===== src/rtl/aes_cbc_pkg.sv =====
// aes_cbc_pkg: shared constants and state encoding for the AES CBC chaining stage.
//   BW      - AES block width (only 128 supported)
//   state_e - sequencing FSM states IDLE / START / WAIT
package aes_cbc_pkg;

    localparam int BW = 128;

    typedef enum logic [1:0] {
        IDLE  = 2'd0,
        START = 2'd1,
        WAIT  = 2'd2
    } state_e;

endpackage


===== src/rtl/aes_cbc_chain_if.sv =====
// aes_cbc_chain_if: launch/result handshake between the chaining stage and the
// AES-128 core.
//   core_start_o - one-cycle launch pulse (chain -> core)
//   core_data_o  - block presented to the core (chain -> core)
//   core_done_i  - result valid, one cycle (core -> chain)
//   core_data_i  - ciphertext from the core (core -> chain)
// Modports: master = chaining stage, slave = core.
interface aes_cbc_chain_if #(
    parameter int BW = 128
);
    logic          core_start_o;
    logic [BW-1:0] core_data_o;
    logic          core_done_i;
    logic [BW-1:0] core_data_i;

    modport master (
        output core_start_o,
        output core_data_o,
        input  core_done_i,
        input  core_data_i
    );

    modport slave (
        input  core_start_o,
        input  core_data_o,
        output core_done_i,
        output core_data_i
    );
endinterface


===== src/rtl/aes_cbc_wdog.sv =====
// aes_cbc_wdog: WAIT-state watchdog used when AES_CBC_TIMEOUT_EN is defined.
//   clk, rst - clock, synchronous active-high reset
//   clr      - clear the count (asserted in the cycle before WAIT is entered)
//   en       - count enable (asserted in every WAIT cycle)
//   expired  - high in the WAIT cycle whose count equals TIMEOUT_CYCLES-1
module aes_cbc_wdog #(
    parameter int TIMEOUT_CYCLES = 64
) (
    input  logic clk,
    input  logic rst,
    input  logic clr,
    input  logic en,
    output logic expired
);

    logic [7:0] cnt_q, cnt_d;

    always_comb begin
        cnt_d = cnt_q;
        if (clr) begin
            cnt_d = '0;
        end else if (en) begin
            cnt_d = cnt_q + 8'd1;
        end
    end

    always_ff @(posedge clk) begin
        if (rst) begin
            cnt_q <= '0;
        end else begin
            cnt_q <= cnt_d;
        end
    end

    // The FSM leaves WAIT on expiry, so the count never needs to saturate.
    assign expired = en && (cnt_q == 8'(TIMEOUT_CYCLES - 1));

endmodule


===== src/rtl/aes_cbc_chain.sv =====
// aes_cbc_chain: sequencing stage between the Wishbone AES wrapper and the
// AES-128 core. Optionally XORs the plaintext with the chaining value (CBC),
// launches the core, waits for its result and returns it with a done pulse.
//   wb_clk_i, wb_rst_i         - clock, synchronous active-high reset
//   enc_cs_i, plaintext_i,
//   mode_cbc_i                 - start strobe, block and mode from the wrapper
//   iv_i, iv_load_i            - initialisation vector load (IDLE only)
//   core                       - launch/result handshake to the core
//   ciphertext_o, enc_done_o   - last result and its one-cycle done pulse
//   busy_o, overrun_o, err_o   - status (overrun/err are sticky)
// Optional macro AES_CBC_TIMEOUT_EN adds a WAIT watchdog that ends the block
// with enc_done_o + err_o after TIMEOUT_CYCLES; without it err_o is tied 0.
module aes_cbc_chain
    import aes_cbc_pkg::*;
#(
    parameter int BW             = aes_cbc_pkg::BW,
    parameter int TIMEOUT_CYCLES = 64
) (
    input  logic          wb_clk_i,
    input  logic          wb_rst_i,
    input  logic          enc_cs_i,
    input  logic [BW-1:0] plaintext_i,
    input  logic          mode_cbc_i,
    input  logic [BW-1:0] iv_i,
    input  logic          iv_load_i,
    aes_cbc_chain_if.master core,
    output logic [BW-1:0] ciphertext_o,
    output logic          enc_done_o,
    output logic          busy_o,
    output logic          overrun_o,
    output logic          err_o
);

    state_e        state_q, state_d;
    logic [BW-1:0] core_data_q, core_data_d;
    logic [BW-1:0] ciphertext_q, ciphertext_d;
    logic [BW-1:0] chain_q, chain_d;
    logic [BW-1:0] chain_eff;
    logic          mode_q, mode_d;
    logic          enc_done_q, enc_done_d;
    logic          overrun_q, overrun_d;
    logic          wdog_expired;

`ifdef AES_CBC_TIMEOUT_EN
    logic err_q, err_d;

    aes_cbc_wdog #(
        .TIMEOUT_CYCLES(TIMEOUT_CYCLES)
    ) u_wdog (
        .clk     (wb_clk_i),
        .rst     (wb_rst_i),
        .clr     (state_q == START),
        .en      (state_q == WAIT),
        .expired (wdog_expired)
    );

    assign err_o = err_q;
`else
    wire unused_cfg = (TIMEOUT_CYCLES != 0);
    assign wdog_expired = 1'b0;
    assign err_o        = 1'b0;
`endif

    always_comb begin
        state_d      = state_q;
        core_data_d  = core_data_q;
        ciphertext_d = ciphertext_q;
        chain_d      = chain_q;
        mode_d       = mode_q;
        enc_done_d   = 1'b0;
        overrun_d    = overrun_q;
        // A same-cycle IV load feeds the XOR directly, not via the register.
        chain_eff    = iv_load_i ? iv_i : chain_q;
`ifdef AES_CBC_TIMEOUT_EN
        err_d        = err_q;
`endif
        case (state_q)
            IDLE: begin
                if (iv_load_i) begin
                    chain_d   = iv_i;
                    overrun_d = 1'b0;
                end
                if (enc_cs_i) begin
                    core_data_d = plaintext_i ^ (mode_cbc_i ? chain_eff : '0);
                    mode_d      = mode_cbc_i;
                    state_d     = START;
`ifdef AES_CBC_TIMEOUT_EN
                    err_d       = 1'b0;
`endif
                end
            end
            START: begin
                if (enc_cs_i) overrun_d = 1'b1;
                state_d = WAIT;
            end
            WAIT: begin
                if (enc_cs_i) overrun_d = 1'b1;
                // core_done_i has priority over a coincident watchdog expiry.
                if (core.core_done_i) begin
                    ciphertext_d = core.core_data_i;
                    if (mode_q) chain_d = core.core_data_i;
                    enc_done_d   = 1'b1;
                    state_d      = IDLE;
                end else if (wdog_expired) begin
                    enc_done_d = 1'b1;
                    state_d    = IDLE;
`ifdef AES_CBC_TIMEOUT_EN
                    err_d      = 1'b1;
`endif
                end
            end
            default: state_d = IDLE;
        endcase
    end

    always_ff @(posedge wb_clk_i) begin
        if (wb_rst_i) begin
            state_q      <= IDLE;
            core_data_q  <= '0;
            ciphertext_q <= '0;
            chain_q      <= '0;
            mode_q       <= 1'b0;
            enc_done_q   <= 1'b0;
            overrun_q    <= 1'b0;
`ifdef AES_CBC_TIMEOUT_EN
            err_q        <= 1'b0;
`endif
        end else begin
            state_q      <= state_d;
            core_data_q  <= core_data_d;
            ciphertext_q <= ciphertext_d;
            chain_q      <= chain_d;
            mode_q       <= mode_d;
            enc_done_q   <= enc_done_d;
            overrun_q    <= overrun_d;
`ifdef AES_CBC_TIMEOUT_EN
            err_q        <= err_d;
`endif
        end
    end

    assign core.core_start_o = (state_q == START);
    assign core.core_data_o  = core_data_q;
    assign ciphertext_o      = ciphertext_q;
    assign enc_done_o        = enc_done_q;
    assign busy_o            = (state_q != IDLE);
    assign overrun_o         = overrun_q;

endmodule


===== src/flat_wrapper.sv =====
// flat-port wrapper written by rule: the top's interface ports become plain ports
module aes_cbc_chain_flat import aes_cbc_pkg::*;
#(
    parameter int BW             = aes_cbc_pkg::BW,
    parameter int TIMEOUT_CYCLES = 64
)
  (wb_clk_i, wb_rst_i, enc_cs_i, plaintext_i, mode_cbc_i, iv_i, iv_load_i, ciphertext_o, enc_done_o, busy_o, overrun_o, err_o, core_core_start_o, core_core_data_o, core_core_done_i, core_core_data_i);
  aes_cbc_chain_if #(.BW(BW)) core_i ();
  input  logic wb_clk_i;
  input  logic wb_rst_i;
  input  logic enc_cs_i;
  input  logic [BW-1:0] plaintext_i;
  input  logic mode_cbc_i;
  input  logic [BW-1:0] iv_i;
  input  logic iv_load_i;
  output logic [BW-1:0] ciphertext_o;
  output logic enc_done_o;
  output logic busy_o;
  output logic overrun_o;
  output logic err_o;
  output wire logic [$bits(core_i.core_start_o)-1:0] core_core_start_o;
  output wire logic [$bits(core_i.core_data_o)-1:0] core_core_data_o;
  input wire logic [$bits(core_i.core_done_i)-1:0] core_core_done_i;
  input wire logic [$bits(core_i.core_data_i)-1:0] core_core_data_i;
  assign core_core_start_o = core_i.core_start_o;
  assign core_core_data_o = core_i.core_data_o;
  assign core_i.core_done_i = core_core_done_i;
  assign core_i.core_data_i = core_core_data_i;
  aes_cbc_chain #(.BW(BW), .TIMEOUT_CYCLES(TIMEOUT_CYCLES)) u_core (.wb_clk_i(wb_clk_i), .wb_rst_i(wb_rst_i), .enc_cs_i(enc_cs_i), .plaintext_i(plaintext_i), .mode_cbc_i(mode_cbc_i), .iv_i(iv_i), .iv_load_i(iv_load_i), .core(core_i), .ciphertext_o(ciphertext_o), .enc_done_o(enc_done_o), .busy_o(busy_o), .overrun_o(overrun_o), .err_o(err_o));
endmodule

===== config.mk =====
export PLATFORM = sky130hd
export DESIGN_NAME = aes_cbc_chain_flat
export DESIGN_NICKNAME = d
export VERILOG_FILES = /design/src/rtl/aes_cbc_pkg.sv /design/src/rtl/aes_cbc_chain_if.sv /design/src/rtl/aes_cbc_wdog.sv /design/src/rtl/aes_cbc_chain.sv /design/src/flat_wrapper.sv
export SDC_FILE = /design/constraint.sdc
export NUM_CORES = 1
export LEC_CHECK = 0
export BUFFER_PORTS_ARGS = -buffer_cell sky130_fd_sc_hd__buf_2
export CAP_MARGIN = 0
export CORE_AREA = 2 2 255 257
export CTS_CLUSTER_SIZE = 28
export DETAILED_ROUTE_END_ITERATION = 8
export DIE_AREA = 0 0 257 259
export GPL_TIMING_DRIVEN = 0
export PLACE_DENSITY_LB_ADDON = 0.15
export SKIP_CTS_REPAIR_TIMING = 1
export SLEW_MARGIN = 30
export SYNTH_ARGS = -nofsm -noshare
export SYNTH_HDL_FRONTEND = slang
export SYNTH_SLANG_ARGS = --single-unit

===== constraint.sdc =====
create_clock -name wb_clk_i -period 1.66 [get_ports wb_clk_i]
set_input_delay 0.249 -clock wb_clk_i [delete_from_list [all_inputs] [get_ports wb_clk_i]]
set_output_delay 0.249 -clock wb_clk_i [all_outputs]
set_load 0.02 [all_outputs]

==> flow_summary.toml <==
[flow_run]
drv_cap = 0

[grt]
busiest_grt_layer = "met2"
antenna_found_initial = 19
global_route_wire_length_before_repair_mm = 114.9
largest_net_degree_at_the_start_of_global_routing = 12
grtUsageTotal_pct = 22.62
grt-ovfl-total = 0
groute.layer.met2.usage_pct = 39.65
grt_util_met1_pct = 26.72
global_route.usage.met3_pct = 5.927
number_of_global_route_vias_before_repair = 18010

[sta]
timing.hold.ws_ps = -20.23
finalSetupViolCount = 121
post-route-worst-setup-slack_ps = -97.77
timing_max_transition_violations_final = 0
layout_worst_path_cycle_share_pct = 105.9
unrepaired_setup_endpoints_after_global_routing = "true"
layout_min_cycle_time_ps = 1758
timing.fmax_mhz = 568.9
worst_clock_skew_ps = 19.68
finalHoldViolCount = 1
setup-tns-final_ps = -8596
max-slew-margin-rel_pct = 53.27
worstMarginPinSlew_ps = 700.9

[min_path]
worst_min_delay_path_endpoint = "u_core.chain_q[7]"
hold_path.class = "in -> reg"
hp-start = "core_core_data_i[7]"
whs_path_depth = 3

[clocking]
clockBufferDepth = 3
tritoncts = "yes"
cts.clk_slew.worst_paths_ps = 60
numCtsBuffers = 48
cts_root_buf = "sky130_fd_sc_hd__clkbuf_16"
cts_num_sinks = 389
clock_latency_ps = 580
cts_max_level = 2

[drt]
wl_per_cell_um = 21.13
drt_pass_1_iters = 5
postRouteAntennaNets = 0
routed_wirelength_mm = 81.90
num_vias = 18950
drt_first_iter_violations = 962
drc_violations = 0
vias_per_cell = 4.890

[setup_path]
slowest_delay_ps = 370
worstPathRequired_ps = 2150
timing.rr.start = "u_core.state_q[0]"
crit_top_cell = "sky130_fd_sc_hd__clkbuf_16"
regToRegSetupSlack_ps = -100
cp.buffers_inverters = 4
cp_slowest_cell = "sky130_fd_sc_hd__dfxtp_4"
crit_path_start_kind = "register"
worstPathCellList = "inv_6 -> ha_4 -> mux2_4 -> a21oi_4 -> buf_12 -> clkbuf_16 -> clkbuf_16 -> o2bb2ai_1"
rr_endpoint = "u_core.chain_q[100]"
reg2regPathDepth = 8
timing.critical_path.max_delay_family = "buffers and inverters"
ws_path_type = "reg -> reg"
crit_fanout = 5
critical_path_arrival_ps = 2250
setup.worst_path.end_class = "register"

[placement]
dpl_worst_slack_ps = -672.7
hpwlAfterDp_mm = 60.80
place.detailed.instances = 3510
place_congestion = 0.8978
port-buffer-count = 647

[pwr]
power_density_mw_per_mm2 = 1055
ir_drop_mv = 0.6660
power_leakage_nw = 11.42
post-layout-total-power_mw = 29.85

[floorplan]
boundaryPins = 651
die-area_mm2 = 0.06656
std_cell_rows = 93
chipWidth_um = 257
core-area_mm2 = 0.06388
die_h_um = 259
initial_standard_cell_utilization_of_the_core_pct = 29.44

[logic_synthesis]
synth_largest_area_cell = "sky130_fd_sc_hd__dfxtp_1"
yosys_warnings = 0
syn-instance-count = 2006
synth_area_per_cell_um2 = 9.375
synth_cell_type_count = 31
synth_area_leaders = "sky130_fd_sc_hd__dfxtp_1, sky130_fd_sc_hd__nand2_1, sky130_fd_sc_hd__mux2_2"
ys_ff_latch = 389
yosysSeqAreaShare_pct = 41.41
synth_area_mm2 = 0.01881
synth_top_area_share_pct = 41.41
net_count_synth = 2402

[finish]
final_standard_cell_count_with_taps_included_and_fillers_excluded = 3875
final_util_pct = 44.28
final_cell_mix = "sky130_fd_sc_hd__buf_2, sky130_fd_sc_hd__nand2_1, sky130_fd_sc_hd__dfxtp_1"
area.growth.synth_to_final_pct = 50.41
n_fill_cell = 6301
mostFrequentLayoutCell = "sky130_fd_sc_hd__buf_2"
final_nets = 3366
fraction_of_layout_cells_with_a_size_suffix_above_1_pct = 36.43

[status]
violations_in_the_final_reports = "hold timing, setup timing"
status = "finished with violations"
tightest hold or removal path, stage by stage:
cell	delay (ps)
sky130_fd_sc_hd__buf_2	100
sky130_fd_sc_hd__mux2i_1	80
sky130_fd_sc_hd__o2bb2ai_2	100
layout make-up:
cell class / instances / area, um^2 / share of cell area [%]
Timing Repair Buffer: 915 / 6115 / 21.62
Clock inverter: 8 / 71.32 / 0.2521
Tap cell: 855 / 1070 / 3.782
Antenna cell: 14 / 35.03 / 0.1239
Clock buffer: 78 / 1475 / 5.215
Sequential cell: 389 / 7795 / 27.56
Inverter: 5 / 26.28 / 0.09290
Multi-Input combinational cell: 1440 / 10150 / 35.90
Buffer: 171 / 1544 / 5.459
Yosys cell counts (all sizes together):
master   count
nand2      515
dfxtp      389
a21oi      133
and2       129
mux2       129
mux2i      128
nand4b     128
o211ai     128
o2bb2ai    128
buf         98
clkbuf      74
ha           6
inv          5
nand2b       3
nand3        3
nor2b        2
o21ai        2
a311oi       1
a31oi        1
and3b        1
conb         1
nand3b       1
nor2         1
worst max-delay path by stage:
stage	startpoint	end	slack, ps	cells past startpoint
floorplan	u_core.state_q[1]	u_core.chain_q[10]	20	7
global placement	u_core.state_q[0]	u_core.ciphertext_o[32]	-1330	7
detailed placement	u_core.state_q[1]	u_core.core.core_data_o[58]	-670	7
CTS	u_core.state_q[1]	u_core.core.core_data_o[33]	-690	7
global route	u_core.state_q[0]	u_core.chain_q[32]	-160	8
finish	u_core.state_q[0]	u_core.chain_q[100]	-100	8
report_power, final:
part | leakage, nW | total (mW) | switching [mW] | internal (mW)
Sequential | 3.18 | 11.1 | 0.664 | 10.4
Combinational | 7.48 | 8.30 | 4.54 | 3.76
Clock | 0.760 | 10.4 | 4.25 | 6.19
layer usage:
| layer | wire [um] | part of all wire, % | vias to the layer above |
|---|---|---|---|
| met3 | 5060 | 6.2 | 136 |
| met4 | 2171 | 2.7 | 16 |
| met2 | 40610 | 50 | 568 |
| met1 | 33960 | 41 | 9139 |
| met5 | 103 | 0.13 | - |
| li1 | - | - | 9089 |
through the flow:
stage                     area [um^2]  hold slack (ps)
after CTS                       24770           -123.4
after global placement          23160            438.1
after floorplan                 18850            385.0
after detailed placement        23220            443.0
after global routing            28270            3.439
final                           28280           -20.23
registers in the layout, indices dropped and copies added (netlist names):
register	flops
u_core.chain_q	128
u_core.ciphertext_o	128
u_core.core.core_data_o	128
u_core.enc_done_o	1
u_core.mode_q	1
u_core.overrun_o	1
u_core.state_q	2
logic make-up after synthesis:
group,after synthesis,synth area share [%]
AOI/OAI and AO/OA,393,17.47
muxes,257,14.56
buffers and inverters,177,5.263
adders and majority gates,6,0.3992
DFF,389,41.41
and+or+nand+nor,783,20.88
other,1,0.01994
Note: power is estimated with default switching activity, not from simulation.
